[src/rtl/usb_hid_pkg.sv]
// usb_hid_pkg
// Shared types and constants for the USB HID report queue.
//   - hid_typ_e   : report type codes coming from usb_hid_host
//   - reg_addr_e  : register map of the CPU-facing front-end
//   - entry_t     : one queued report, {etype, payload} plus an optional
//                   16-bit timestamp when USB_HID_TIMESTAMP_EN is defined
//   - EMPTY_READ / RESET_RDATA : marker values seen on rdata
// Optional feature macro: USB_HID_TIMESTAMP_EN
package usb_hid_pkg;

    typedef enum logic [1:0] {
        TYP_NONE  = 2'd0,
        TYP_KBD   = 2'd1,
        TYP_MOUSE = 2'd2,
        TYP_GAME  = 2'd3
    } hid_typ_e;

    typedef enum logic [1:0] {
        REG_DATA   = 2'd0,
        REG_STATUS = 2'd1,
        REG_MODS   = 2'd2,
        REG_CTRL   = 2'd3
    } reg_addr_e;

    localparam logic [31:0] EMPTY_READ  = 32'hDEADBEEF;
    localparam logic [31:0] RESET_RDATA = 32'hDEADBEAF;

    localparam int PAYLOAD_W = 32;
    localparam int ETYPE_W   = 2;
    localparam int TS_W      = 16;

    typedef struct packed {
`ifdef USB_HID_TIMESTAMP_EN
        logic [TS_W-1:0]      ts;
`endif
        logic [ETYPE_W-1:0]   etype;
        logic [PAYLOAD_W-1:0] payload;
    } entry_t;

    localparam int ENTRY_W = $bits(entry_t);

endpackage

[src/rtl/usb_hid_report_queue_if.sv]
// usb_hid_report_queue_if
// CPU register bus between the bus bridge (master) and the HID report
// queue (slave).
//   rd_en, wr_en : one-cycle read / write strobes
//   addr         : register select (ADDR_W bits)
//   wdata        : write data
//   rdata        : registered read data
//   irq          : level interrupt towards the CPU
interface usb_hid_report_queue_if #(
    parameter int ADDR_W = 2
);
    logic              rd_en;
    logic              wr_en;
    logic [ADDR_W-1:0] addr;
    logic [31:0]       wdata;
    logic [31:0]       rdata;
    logic              irq;

    modport master (
        output rd_en, wr_en, addr, wdata,
        input  rdata, irq
    );

    modport slave (
        input  rd_en, wr_en, addr, wdata,
        output rdata, irq
    );
endinterface

[src/rtl/usb_hid_sync_fifo.sv]
// usb_hid_sync_fifo
// Single-clock FIFO with flush. A push into a full FIFO is accepted only
// when a pop happens on the same edge; otherwise it is dropped and the
// caller decides what to flag. Flush wins over push and pop.
//   usb_clk, reset (async, active-low)
//   push, pop, flush, din  : control / write data
//   dout                   : head entry (valid while !empty)
//   count, full, empty     : occupancy
module usb_hid_sync_fifo #(
    parameter int WIDTH = 34,
    parameter int DEPTH = 8,
    localparam int AW = $clog2(DEPTH),
    localparam int CW = AW + 1
) (
    input  logic             usb_clk,
    input  logic             reset,
    input  logic             push,
    input  logic             pop,
    input  logic             flush,
    input  logic [WIDTH-1:0] din,
    output logic [WIDTH-1:0] dout,
    output logic [CW-1:0]    count,
    output logic             full,
    output logic             empty
);
    logic [WIDTH-1:0] mem [DEPTH];
    logic [AW-1:0]    wr_ptr;
    logic [AW-1:0]    rd_ptr;
    logic             do_push;
    logic             do_pop;

    assign empty   = (count == '0);
    assign full    = (count == CW'(DEPTH));
    assign do_pop  = pop && !empty && !flush;
    assign do_push = push && (!full || do_pop) && !flush;
    assign dout    = mem[rd_ptr];

    // Pointers wrap naturally because DEPTH is a power of two.
    always_ff @(posedge usb_clk or negedge reset) begin
        if (!reset) begin
            wr_ptr <= '0;
            rd_ptr <= '0;
            count  <= '0;
        end else if (flush) begin
            wr_ptr <= '0;
            rd_ptr <= '0;
            count  <= '0;
        end else begin
            if (do_push) wr_ptr <= wr_ptr + AW'(1);
            if (do_pop)  rd_ptr <= rd_ptr + AW'(1);
            case ({do_push, do_pop})
                2'b10:   count <= count + CW'(1);
                2'b01:   count <= count - CW'(1);
                default: count <= count;
            endcase
        end
    end

    // Storage needs no reset; only slots below count are ever read.
    always_ff @(posedge usb_clk) begin
        if (do_push) mem[wr_ptr] <= din;
    end
endmodule

[src/rtl/usb_hid_report_queue.sv]
// usb_hid_report_queue
// Register front-end for usb_hid_host: queues keyboard/mouse reports in a
// DEPTH-entry FIFO, exposes pop-on-read DATA, STATUS, MODS and CTRL
// registers, sticky error/overflow flags and a level interrupt.
//   usb_clk, reset (async, active-low)
//   bus      : CPU register bus (slave modport)
//   hid_*    : report type, report pulse, connection error level
//   key_*, mouse_* : report fields
// Optional feature macro: USB_HID_TIMESTAMP_EN (per-entry 16-bit
// timestamp, readable at CTRL without popping).
module usb_hid_report_queue
    import usb_hid_pkg::*;
#(
    parameter int DEPTH     = 8,
    parameter int ADDR_W    = 2,
    parameter int KEY_DEDUP = 1
) (
    input  logic                          usb_clk,
    input  logic                          reset,
    usb_hid_report_queue_if.slave         bus,
    input  logic [1:0]                    hid_typ,
    input  logic                          hid_report,
    input  logic                          hid_conerr,
    input  logic [7:0]                    key_modifiers,
    input  logic [7:0]                    key1,
    input  logic [7:0]                    key2,
    input  logic [7:0]                    key3,
    input  logic [7:0]                    key4,
    input  logic [7:0]                    mouse_btn,
    input  logic [7:0]                    mouse_dx,
    input  logic [7:0]                    mouse_dy
);
    localparam int CW = $clog2(DEPTH) + 1;

    logic [39:0]   last_key;
    logic [7:0]    last_mods;
    logic [1:0]    prev_typ;
    logic          overflow;
    logic          err_sticky;
    logic          irq_en;
    logic          pend_valid;
    entry_t        pend_entry;
    entry_t        new_entry;
    entry_t        head;
    logic [CW-1:0] fifo_count;
    logic          fifo_full;
    logic          fifo_empty;
    logic [31:0]   ctrl_read;

    logic [39:0] key_now;
    logic        kbd_rep;
    logic        mouse_rep;
    logic        kbd_new;
    logic        capture;
    logic        ctrl_wr;
    logic        pop_rd;
    logic        disconnect;
    logic        flush;
    logic        fifo_push;
    logic        unused_wdata;

    assign key_now    = {key_modifiers, key1, key2, key3, key4};
    assign kbd_rep    = hid_report && (hid_typ == TYP_KBD);
    assign mouse_rep  = hid_report && (hid_typ == TYP_MOUSE);
    assign kbd_new    = (KEY_DEDUP == 0) || (key_now != last_key);
    assign capture    = (kbd_rep && kbd_new) || mouse_rep;
    assign ctrl_wr    = bus.wr_en && (bus.addr == ADDR_W'(REG_CTRL));
    assign pop_rd     = bus.rd_en && (bus.addr == ADDR_W'(REG_DATA));
    assign disconnect = (prev_typ != TYP_NONE) && (hid_typ == TYP_NONE);
    assign flush      = disconnect || (ctrl_wr && bus.wdata[0]);
    assign fifo_push  = pend_valid && !flush;
    assign bus.irq    = irq_en && !fifo_empty;
    assign unused_wdata = &{1'b0, bus.wdata[31:3]};

`ifdef USB_HID_TIMESTAMP_EN
    logic [TS_W-1:0] ts_cnt;

    // Free-running timestamp, wraps at 16 bits.
    always_ff @(posedge usb_clk or negedge reset) begin
        if (!reset) ts_cnt <= '0;
        else        ts_cnt <= ts_cnt + TS_W'(1);
    end

    assign ctrl_read = fifo_empty ? 32'h0 : {16'h0, head.ts};
`else
    assign ctrl_read = 32'h0;
`endif

    // Build the queue entry from whichever report type is active.
    always_comb begin
        new_entry       = '0;
        new_entry.etype = hid_typ;
        if (hid_typ == TYP_KBD) new_entry.payload = {key1, key2, key3, key4};
        else                    new_entry.payload = {8'h00, mouse_btn, mouse_dx, mouse_dy};
`ifdef USB_HID_TIMESTAMP_EN
        new_entry.ts = ts_cnt;
`endif
    end

    // One-stage capture register: a report at edge N lands in the FIFO at
    // edge N+1. A flush kills both the staged entry and a new capture.
    always_ff @(posedge usb_clk or negedge reset) begin
        if (!reset) begin
            pend_valid <= 1'b0;
            pend_entry <= '0;
        end else begin
            pend_valid <= capture && !flush;
            if (capture) pend_entry <= new_entry;
        end
    end

    usb_hid_sync_fifo #(
        .WIDTH (ENTRY_W),
        .DEPTH (DEPTH)
    ) u_fifo (
        .usb_clk (usb_clk),
        .reset   (reset),
        .push    (fifo_push),
        .pop     (pop_rd),
        .flush   (flush),
        .din     (pend_entry),
        .dout    (head),
        .count   (fifo_count),
        .full    (fifo_full),
        .empty   (fifo_empty)
    );

    // Keyboard history for duplicate suppression; updated on every keyboard
    // report whether or not it was queued, forgotten on disconnect.
    always_ff @(posedge usb_clk or negedge reset) begin
        if (!reset) begin
            last_key  <= '0;
            last_mods <= '0;
            prev_typ  <= TYP_NONE;
        end else begin
            prev_typ <= hid_typ;
            if (disconnect) begin
                last_key  <= '0;
                last_mods <= '0;
            end else if (kbd_rep) begin
                last_key  <= key_now;
                last_mods <= key_modifiers;
            end
        end
    end

    // Sticky flags: a setting event on the same edge as a clear wins.
    always_ff @(posedge usb_clk or negedge reset) begin
        if (!reset) begin
            overflow   <= 1'b0;
            err_sticky <= 1'b0;
            irq_en     <= 1'b0;
        end else begin
            if (fifo_push && fifo_full && !pop_rd) overflow <= 1'b1;
            else if (ctrl_wr && bus.wdata[1])      overflow <= 1'b0;
            if (hid_conerr)                        err_sticky <= 1'b1;
            else if (ctrl_wr && bus.wdata[1])      err_sticky <= 1'b0;
            if (ctrl_wr)                           irq_en <= bus.wdata[2];
        end
    end

    // Registered read mux; a read is honoured even alongside a write.
    always_ff @(posedge usb_clk or negedge reset) begin
        if (!reset) begin
            bus.rdata <= RESET_RDATA;
        end else if (bus.rd_en) begin
            case (bus.addr)
                ADDR_W'(REG_DATA):   bus.rdata <= fifo_empty ? EMPTY_READ : head.payload;
                ADDR_W'(REG_STATUS): bus.rdata <= {16'h0, 8'(fifo_count),
                                                   (fifo_empty ? 2'b00 : head.etype),
                                                   prev_typ, err_sticky, overflow,
                                                   fifo_full, fifo_empty};
                ADDR_W'(REG_MODS):   bus.rdata <= {8'h0, last_mods, 16'h0};
                ADDR_W'(REG_CTRL):   bus.rdata <= ctrl_read;
                default:             bus.rdata <= 32'h0;
            endcase
        end
    end
endmodule

[src/flat_wrapper.sv]
// flat-port wrapper written by rule: the top's interface ports become plain ports
module usb_hid_report_queue_flat import usb_hid_pkg::*;
#(
    parameter int DEPTH     = 8,
    parameter int ADDR_W    = 2,
    parameter int KEY_DEDUP = 1
)
  (usb_clk, reset, hid_typ, hid_report, hid_conerr, key_modifiers, key1, key2, key3, key4, mouse_btn, mouse_dx, mouse_dy, bus_rd_en, bus_wr_en, bus_addr, bus_wdata, bus_rdata, bus_irq);
  usb_hid_report_queue_if #(.ADDR_W(ADDR_W)) bus_i ();
  input  logic usb_clk;
  input  logic reset;
  input  logic [1:0] hid_typ;
  input  logic hid_report;
  input  logic hid_conerr;
  input  logic [7:0] key_modifiers;
  input  logic [7:0] key1;
  input  logic [7:0] key2;
  input  logic [7:0] key3;
  input  logic [7:0] key4;
  input  logic [7:0] mouse_btn;
  input  logic [7:0] mouse_dx;
  input  logic [7:0] mouse_dy;
  input wire logic [$bits(bus_i.rd_en)-1:0] bus_rd_en;
  input wire logic [$bits(bus_i.wr_en)-1:0] bus_wr_en;
  input wire logic [$bits(bus_i.addr)-1:0] bus_addr;
  input wire logic [$bits(bus_i.wdata)-1:0] bus_wdata;
  output wire logic [$bits(bus_i.rdata)-1:0] bus_rdata;
  output wire logic [$bits(bus_i.irq)-1:0] bus_irq;
  assign bus_i.rd_en = bus_rd_en;
  assign bus_i.wr_en = bus_wr_en;
  assign bus_i.addr = bus_addr;
  assign bus_i.wdata = bus_wdata;
  assign bus_rdata = bus_i.rdata;
  assign bus_irq = bus_i.irq;
  usb_hid_report_queue #(.DEPTH(DEPTH), .ADDR_W(ADDR_W), .KEY_DEDUP(KEY_DEDUP)) u_core (.usb_clk(usb_clk), .reset(reset), .bus(bus_i), .hid_typ(hid_typ), .hid_report(hid_report), .hid_conerr(hid_conerr), .key_modifiers(key_modifiers), .key1(key1), .key2(key2), .key3(key3), .key4(key4), .mouse_btn(mouse_btn), .mouse_dx(mouse_dx), .mouse_dy(mouse_dy));
endmodule
[config.mk]
export PLATFORM = sky130hd
export DESIGN_NAME = usb_hid_report_queue_flat
export DESIGN_NICKNAME = d
export VERILOG_FILES = /design/src/rtl/usb_hid_pkg.sv /design/src/rtl/usb_hid_report_queue_if.sv /design/src/rtl/usb_hid_sync_fifo.sv /design/src/rtl/usb_hid_report_queue.sv /design/src/flat_wrapper.sv
export SDC_FILE = /design/constraint.sdc
export NUM_CORES = 1
export LEC_CHECK = 0
export BUFFER_PORTS_ARGS = -buffer_cell sky130_fd_sc_hd__buf_2
export CAP_MARGIN = 20
export CORE_MARGIN = 5
export CORE_UTILIZATION = 40
export DETAILED_ROUTE_END_ITERATION = 10
export GPL_ROUTABILITY_DRIVEN = 0
export SYNTH_ARGS = -nofsm -noshare
export SYNTH_HDL_FRONTEND = slang
export SYNTH_SLANG_ARGS = --single-unit
[constraint.sdc]
create_clock -name usb_clk -period 6.4 [get_ports usb_clk]
set_input_delay 1.28 -clock usb_clk [delete_from_list [all_inputs] [get_ports usb_clk]]
set_output_delay 1.28 -clock usb_clk [all_outputs]
set_load 0.05 [all_outputs]
==> results.toml <==
[status]
status = "finished, final reports clean"

[sta]
min_period_ns = 4.17
period_share_pct = 65.2
setup-violations-final = 0
hold_viol = 0
drv_slew = 0
tns_ns = 0
fin_ws_ns = 2.23
timing.fmax_mhz = 240
fin_skew_ns = 0.0244
max_slew_margin_pct = 40.1
tightest_slew_ns = 0.898
grt_setup_unrepaired = "no"

[logic_synthesis]
yosysWarnings = 0
syn_area_sq_mm = 0.0167
ys_seq_area_share_pct = 67.2
synth.avg_cell_area_sq_um = 15.1
ys_ff_latch = 394
synthCells = 1111
synth_edf_count = 272
yosysUniqueCellTypes = 49
yosysMostFrequentCell = "edfxtp_1"
synth_commonest_cells = "272 x edfxtp_1, 99 x dfrtp_1, 78 x nand2_1, 68 x mux4_2, 60 x clkbuf_1"
synth_area_leaders = "edfxtp_1 49%, dfrtp_1 15%, mux4_2 9.2%"
ys.flop_type = "edfxtp_1"
netlist.area_leader.share_pct = 48.8
synth_area_leader_cell = "edfxtp_1"
async_reset_ff_share_pct = 31.0
synthesis.nets = 1222

[clocking]
cts_max_path_buffers = 3
clkLatencyLatePin_ns = 0.56
clk_pin_slew_ns = 0.06
cts-root-buf = "clkbuf_16"
ctsResizeCount = 0
postCtsSetupBuffers = 0
htreeDepth = 2
numCtsBuffers = 42
cts_tree = "built"
cts.hold.buffers_added = 0
cts.sinks = 394

[power_and_ir_drop]
fin_total_pwr_mw = 6.69
peakVddDrop_mv = 0.187
p_per_area_mw_per_mm2 = 347
p_leak_nw = 6.88

[flow_run]
drv_cap = 0

[grt]
grt_pass1_vias = 10300
grt_usage_pct = 17.8
grt-ovfl-total = 0
grt_pass1_wl_microns = 63500
antenna_found_initial = 0
grt_max_degree = 68

[critical_path]
timing.rr.end = "u_core.bus.rdata[2]"
critPathCaptureType = "flop"
critPathArrivalTime_ns = 4.40
ff2ff_path_depth = 5
reg2reg_from = "u_core.u_fifo.rd_ptr[0]"
crit_required_ns = 6.62
path_max_fanout = 40
r2r_setup_slack_ns = 3.39
start_kind = "primary input"
worstSetupPathType = "primary input to flop"

[drt]
wl_per_cell_microns = 23.2
drt_iter0_markers = 844
antenna_left = 0
drt_wl_total_microns = 41400
drc = 0
firstDrtPassIters = 5
via_per_inst = 5.69
num_vias = 10100

[floorplan]
pin_count = 139
core_sq_mm = 0.0417
dieArea_sq_mm = 0.0460
initial_core_util_pct = 40.2
num_rows = 75
die_h_microns = 215
die_w_microns = 215

[worst_hold_path]
holdCritPathClass = "flop to flop"
hold_depth = 2
holdPathEnd = "u_core.bus.rdata[12]"
min-delay-start = "u_core.bus.rdata[12]"

[finish]
register_area_sq_mm = 0.0113
multi_input_area_sq_mm = 0.00512
layout-drive-gt1-share_pct = 25.9
fillers = 3726
areaGrowthSynthToFinish_pct = 15.1
fin_nets = 1320
antenna-diode-count = 0

[placement]
pre_cts_slack_ns = 1.66
io_buffer_count = 109
dpl.hpwl_microns = 25700
logic make-up after synthesis:
kind of cell,Yosys count,synth area share [%]
fa+ha+maj,5,0.374
mux,106,11.6
flops,394,67.2
xor+xnor,46,2.45
simple gates,289,9.53
buf+inv,107,2.56
compound gates,164,6.29
layout make-up:
cell class | count | share of cell area (%)
inverter | 28 | 0.546
timing repair buffer | 133 | 3.80
clock inverter | 18 | 0.728
multi-input combinational | 610 | 26.6
clock buffer | 60 | 6.35
tap | 539 | 3.50
sequential | 394 | 58.5
worst max path at each step:
stage,start,to,slack [ns],cells past startpoint
after floorplan,bus_addr[1],u_core.u_fifo.mem[0][0],1.44,5
after detailed placement,bus_rd_en,u_core.u_fifo.mem[6][19],1.66,8
after global placement,bus_rd_en,u_core.u_fifo.count[2],1.74,12
final,bus_rd_en,u_core.u_fifo.mem[6][23],2.23,8
after global routing,bus_rd_en,u_core.u_fifo.count[2],2.07,12
after CTS,bus_rd_en,u_core.u_fifo.mem[6][23],2.24,8
cells in the final DEF (no fill, tap or decap), types with 18 or more instances in the layout:
| master | instances |
|---|---|
| buf_2 | 108 |
| edfxtp_1 | 272 |
| nand4_1 | 21 |
| mux4_2 | 68 |
| a21oi_1 | 52 |
| a221oi_1 | 36 |
| xnor2_1 | 40 |
| or4_1 | 24 |
| mux2_2 | 18 |
| mux2i_1 | 20 |
| clkbuf_16 | 45 |
| dfstp_2 | 23 |
| nand2_1 | 78 |
| dfrtp_1 | 96 |
| nor2_1 | 43 |
| and3_1 | 25 |
| and4b_1 | 24 |
| o22ai_1 | 20 |
| nand3_1 | 27 |
| inv_1 | 28 |
| buf_4 | 24 |
| o21ai_0 | 30 |
flip-flops by register name, indices dropped and copies added (netlist names):
signal / cells
u_core.last_mods: 8
u_core.pend_valid: 1
u_core.overflow: 1
u_core.u_fifo.count: 4
u_core.bus.rdata: 32
u_core.last_key: 32
u_core.err_sticky: 1
u_core.u_fifo.mem: 272
u_core.irq_en: 1
u_core.u_fifo.wr_ptr: 3
u_core.u_fifo.rd_ptr: 3
u_core.prev_typ: 2
u_core.pend_entry: 34
stage by stage:
step | std cells | util, % | hold slack, ns | instance area [sq um]
2_1_floorplan | 1111 | - | 0.449 | 16700
3_3_place_gp | 1703 | 42.9 | 0.460 | 17900
3_5_place_dp | 1703 | 42.9 | 0.461 | 17900
4_1_cts | 1781 | 46.2 | 0.472 | 19200
5_1_grt | 1782 | 46.2 | 0.487 | 19300
6_report | 1782 | 46.2 | 0.472 | 19300
power breakdown:
part / internal, mW / switching [mW] / leakage, nW
Combinational: 0.478 / 0.614 / 2.25
Clock: 1.41 / 0.979 / 0.662
Sequential: 2.96 / 0.250 / 3.97
Total: 4.85 / 1.84 / 6.88
critical path, stage by stage:
cell	delay, ns
buf_2	0.08
buf_4	0.44
or3b_1	0.69
nand3_1	0.24
and3_1	0.24
nand2b_1	0.25
nor2_4	0.73
buf_4	0.41
routing by layer:
metal  share of wire (%)  GRT usage, %
met2                  45          26.7
met3                 5.8          3.40
met5                   0             0
met1                  47          26.7
met4                 2.2          5.02
(Power assumes the default switching activity.)
